--- config.mk ---
export PLATFORM = sky130hd
export DESIGN_NAME = difftest_arch_event_src
export DESIGN_NICKNAME = d
export VERILOG_FILES = /design/src/rtl/difftest_arch_event_src.sv
export SDC_FILE = /design/constraint.sdc
export NUM_CORES = 1
export LEC_CHECK = 0
export ABC_AREA = 1
export CAP_MARGIN = 20
export CORE_ASPECT_RATIO = 1.75
export CORE_MARGIN = 5
export CORE_UTILIZATION = 45
export DETAILED_ROUTE_END_ITERATION = 8
export DONT_BUFFER_PORTS = 1
export GPL_TIMING_DRIVEN = 0
export HOLD_SLACK_MARGIN = 0.05
export PLACE_DENSITY_LB_ADDON = 0.3
export SYNTH_ARGS = -nofsm -noshare
export SYNTH_HDL_FRONTEND = slang
export SYNTH_SLANG_ARGS = --single-unit
--- constraint.sdc ---
create_clock -name clock -period 19.1 [get_ports clock]
set_input_delay 4.775 -clock clock [delete_from_list [all_inputs] [get_ports clock]]
set_output_delay 4.775 -clock clock [all_outputs]
set_load 0.02 [all_outputs]
--- src/rtl/difftest_arch_event_src.sv ---
// -----------------------------------------------------------------------------
// difftest_arch_event_src
//
// Buffers architectural trap events (interrupts / exceptions) from the commit
// stage and presents them one at a time to a difftest checker over a
// valid/ready handshake. A candidate event is "real" only when at least one
// cause is nonzero; other candidates are ignored. Real events that arrive
// while the buffer cannot accept them are dropped and flagged on a sticky
// overflow bit. Delivered events are counted by a saturating counter.
//
// Parameters
//   DEPTH  FIFO entry count (power of two, >= 2)
//   CNT_W  width of the delivered-event counter
//
// Ports
//   clock               single clock, rising-edge
//   reset               synchronous, active-high
//   in_valid            commit stage presents a candidate event
//   in_interrupt[31:0]  interrupt cause, 0 = none
//   in_exception[31:0]  exception cause, 0 = none
//   in_exception_pc     PC of trapping instruction (64 bits)
//   in_exception_inst   encoding of trapping instruction (32 bits)
//   in_coreid[7:0]      hart id
//   in_ready            buffer can accept an event this cycle
//   out_ready           checker consumes the head event this cycle
//   out_valid           head event valid
//   out_*               head-entry fields, all-zero when empty
//   overflow            sticky: a real event was dropped
//   event_count         number of events delivered (saturating)
// -----------------------------------------------------------------------------
module difftest_arch_event_src #(
   parameter int DEPTH = 4,
   parameter int CNT_W = 16
) (
   input  logic             clock,
   input  logic             reset,
   input  logic             in_valid,
   input  logic [31:0]      in_interrupt,
   input  logic [31:0]      in_exception,
   input  logic [63:0]      in_exception_pc,
   input  logic [31:0]      in_exception_inst,
   input  logic [7:0]       in_coreid,
   output logic             in_ready,
   input  logic             out_ready,
   output logic             out_valid,
   output logic [31:0]      out_interrupt,
   output logic [31:0]      out_exception,
   output logic [63:0]      out_exception_pc,
   output logic [31:0]      out_exception_inst,
   output logic [7:0]       out_coreid,
   output logic             overflow,
   output logic [CNT_W-1:0] event_count
);

   localparam int PTR_W = $clog2(DEPTH);
   localparam int CNT_FW = PTR_W + 1;   // must represent 0..DEPTH inclusive

   typedef struct packed {
      logic [31:0] interrupt;
      logic [31:0] exception;
      logic [63:0] pc;
      logic [31:0] inst;
      logic [7:0]  coreid;
   } entry_t;

   entry_t             mem_q [DEPTH];
   logic [PTR_W-1:0]   wr_ptr_q, wr_ptr_d;
   logic [PTR_W-1:0]   rd_ptr_q, rd_ptr_d;
   logic [CNT_FW-1:0]  count_q, count_d;
   logic               overflow_q, overflow_d;
   logic [CNT_W-1:0]   event_count_q, event_count_d;

   logic               is_real;
   logic               do_enq;
   logic               do_deq;
   entry_t             in_entry;
   entry_t             head;

   // Handshake decode. A dequeue frees a slot in the same cycle, so a full
   // buffer still accepts when the checker is draining it.
   always_comb begin
      out_valid = (count_q != '0);
      do_deq    = out_valid && out_ready;
      in_ready  = (count_q < CNT_FW'(DEPTH)) || do_deq;
      is_real   = in_valid && ((in_interrupt != '0) || (in_exception != '0));
      do_enq    = is_real && in_ready;

      in_entry.interrupt = in_interrupt;
      in_entry.exception = in_exception;
      in_entry.pc        = in_exception_pc;
      in_entry.inst      = in_exception_inst;
      in_entry.coreid    = in_coreid;
   end

   // Next-state logic.
   // NOTE: every signal gets a default at the top of the block, so no path
   // leaves it unassigned and no latch is inferred.
   always_comb begin
      wr_ptr_d      = wr_ptr_q;
      rd_ptr_d      = rd_ptr_q;
      count_d       = count_q;
      overflow_d    = overflow_q;
      event_count_d = event_count_q;

      // Pointers wrap naturally because DEPTH is a power of two.
      if (do_enq) wr_ptr_d = wr_ptr_q + PTR_W'(1);
      if (do_deq) rd_ptr_d = rd_ptr_q + PTR_W'(1);

      case ({do_enq, do_deq})
         2'b10:   count_d = count_q + CNT_FW'(1);
         2'b01:   count_d = count_q - CNT_FW'(1);
         default: count_d = count_q;
      endcase

      if (is_real && !in_ready) overflow_d = 1'b1;

      if (do_deq && (event_count_q != '1)) event_count_d = event_count_q + CNT_W'(1);
   end

   // Control state.
   // NOTE: sequential state uses non-blocking assignments so every flop samples
   // its pre-edge value regardless of statement order.
   always_ff @(posedge clock) begin
      if (reset) begin
         wr_ptr_q      <= '0;
         rd_ptr_q      <= '0;
         count_q       <= '0;
         overflow_q    <= 1'b0;
         event_count_q <= '0;
      end else begin
         wr_ptr_q      <= wr_ptr_d;
         rd_ptr_q      <= rd_ptr_d;
         count_q       <= count_d;
         overflow_q    <= overflow_d;
         event_count_q <= event_count_d;
      end
   end

   // Entry storage.
   // NOTE: the storage array is deliberately not reset; stale contents are
   // unreachable because out_valid is derived from the reset count.
   always_ff @(posedge clock) begin
      if (!reset && do_enq) mem_q[wr_ptr_q] <= in_entry;
   end

   // Head presentation, forced to zero when empty so the checker never sees
   // stale fields.
   always_comb begin
      head               = out_valid ? mem_q[rd_ptr_q] : '0;
      out_interrupt      = head.interrupt;
      out_exception      = head.exception;
      out_exception_pc   = head.pc;
      out_exception_inst = head.inst;
      out_coreid         = head.coreid;
      overflow           = overflow_q;
      event_count        = event_count_q;
   end

endmodule

==> impl_results.md <==
- Status: completed
- CP Capture Type: output pin
- IO buf count: 0
- Post-CTS Setup Bufs: 0
- Top cell type's share of synthesized area: between 70% and 80%
- P&R area growth vs syn: 14.0%
- GRT Util Overall: a little over a fifth
- Most used flip-flop cell after synthesis: edfxtp_1
- RePlAce Congestion: about 0.85
- MaxCap Viol Count: 0
- DIE WIDTH: approximately 200 µm
- Synth cell count leaders: nor2_1, edfxtp_1, o21ai_0
- CTS Buf Count: between 50 and 60
- WL met2: roughly 38,000 µm
- CTS Root Cell: clkbuf_16
- I/O pin total: 359
- Critical-path cell list: nand2_1 -> nand2_1
- Worst skew pair latency: about 0.62 ns
- Vias/cell: between 5 and 6
- WL met1: approximately 28,000 µm
- Initial antenna violation count: 0
- FF+latch count, synth: 698
- Max Clock Skew: between 0.02 and 0.025 ns
- Synth Area per Inst: around 12 µm²
- Worst IR drop on VDD: approximately 0.10 mV
- DRC Markers: 0
- Critical path arrival: a little over 5 ns
- Vias in the first global route: about 18,000
- Total gr overflow: 0
- Syn nets: between 2,000 and 2,500
- Most common cell in the netlist: nor2_1
- Starting DRT DRC Count: around 1,300
- Detailed Place HPWL: about 53,000 µm
- Ys Warns: 0
- Max layer used: met4
- Cell count after synthesis: 2,238
- Finished Cell Area: 31,200 µm²
- Initial Util: between 40 and 50%
- Final layout net count: between 2,000 and 3,000
- Slew Limit Fails: 0
- CP Buf/Inv Count: 0
- Total die area: about 66,000 µm²
- Worst setup SP type: primary input
- Final setup vio count: 0
- PostCTS Resize Cnt: 0
- RSZ-0062 raised after global routing: no
- Synth Cell Area: approximately 27,000 µm²
- Max incr delay on CP: 0.29 ns
- Most frequent CP cell: nand2_1
- Area after DPL: between 20,000 and 30,000 µm²
- Total core area: roughly 60,000 µm²
- DR pass1 iterations: 5
- Layout Cells excl Fill: roughly 3,200
- Seq/Total Area, Yosys: 75.6%
- Lkg Pwr: 10.3 nW
- Std cell rows: ~120
- Area leader, netlist: edfxtp_1
- Hold Vio Cnt, Final: 0
- CP Class: in -> out
- CTS tree: yes
- Ys async rst share: 0%
- Setup ws final: between 9 and 10 ns
- Slew @ Worst Pin: 1.16 ns
- Metal3 WL: between 7000 and 8000 µm
- WP depth: 2
- Final wirelength: 75,400 µm
- Number of synthesized flops with an enable pin: around 670
- Slew headroom: around 23%
- PD cells: approximately 130 nW/µm²
- Yosys cell types: 27
- H-Tree Depth: 2
- CP max FO: 5
- Final worst path period share: roughly 52%
- Largest cells by area after synthesis: edfxtp_1, nor2_1, o21ai_0
- F_max: 0.101 GHz
- Min Tclk post-route: slightly below 10 ns
- Clk pin slew, worst setup/hold paths: 0.06 ns
- Hold depth: 2
- Layout cells sized above 1: ~8.4%
- Die Ht: around 340 µm
- Crit-path slowest cell: nand2_1
- Global-route wire length before repair: about 110,000 µm
- Worst Path Required: ~14 ns
- Clock sink total: between 600 and 700
- Hold_buf cts: 0
- WL/cell: roughly 24 µm
- CP top delay family: simple AND/OR/NAND/NOR gates
- Routed vias: 17,800
- Antenna viol nets, final: 0
- Hold Crit Class: reg -> reg
- Reg2Reg Depth: 14
- Largest net degree at the start of global routing: 17
- Placed cell count: between 3,000 and 4,000
- Worst-case clock buffer depth: 3
- Dpl ws: around 9.2 ns
## registers in the layout, indices dropped and copies added (netlist names), named ones only
signal and flops:
count_q 3, event_count 16, mem_q 672, overflow 1
rd_ptr_q 2, wr_ptr_q 2
## metrics by stage
stage          util, %  TNS [ns]  hold slack, ns  power (mW)
2_1_floorplan        -         0           0.436        2.66
3_3_place_gp      47.0  -6726.15           0.455        3.07
3_5_place_dp      48.6         0           0.466        3.05
4_1_cts           51.7         0           0.478        4.23
5_1_grt           51.8         0           0.513        4.38
6_report          51.8         0           0.476        4.19
## cell type report
| cell class | instances | area, µm² |
|---|---|---|
| fill | 5035 | 29100 |
| clock inverter | 23 | 258 |
| tap | 786 | 983 |
| clock buffer | 79 | 1620 |
| inverter | 31 | 116 |
| multi-input combinational | 1375 | 6040 |
| antenna | 2 | 5.00 |
| buffer | 134 | 551 |
| timing repair buffer | 81 | 938 |
| sequential | 698 | 20700 |
## metal layers
| layer | track usage [%] | vias up |
|---|---|---|
| li1 | - | 8158 |
| met1 | 26.0 | 8769 |
| met2 | 37.6 | 740 |
| met3 | 7.12 | 117 |
| met4 | 7.92 | 0 |
| met5 | 0 | - |
## final timing paths
path / startpoint / to / slack, ns
worst max register to register: count_q[2] / mem_q[1][69] / 15.17
worst max-delay path: out_ready / in_ready / 9.19
worst min register to register: rd_ptr_q[1] / register / 0.48
worst min-delay path: rd_ptr_q[1] / register / 0.48
## power by group
part	total (mW)	switching, mW	internal, mW
registers	1.79	0.0255	1.77
logic	1.22	0.984	0.238
clock network	1.18	0.519	0.662
## cell families (layout without fill, tap and decap cells)
family,after synthesis,count (layout),synth area share (%)
other,0,2,0
adder cells (fa/ha/maj),7,7,0.347
AND/OR/NAND/NOR,826,826,11.6
XOR/XNOR,7,7,0.224
buffers and inverters,165,348,2.44
AO/OA/AOI/OAI,535,535,9.78
flip-flops,698,698,75.6
## placed cells by master, fill, tap and decap left out, drive strengths merged, types with 10 or more instances in the layout
| master | n |
|---|---|
| dfxtp | 26 |
| clkbuf | 165 |
| nand2 | 62 |
| inv | 32 |
| nor2 | 732 |
| a21oi | 188 |
| nor3 | 11 |
| edfxtp | 672 |
| o21ai | 347 |
| nand3 | 10 |
| buf | 129 |
| clkinv | 15 |
Note: power is estimated with default switching activity, not from simulation.
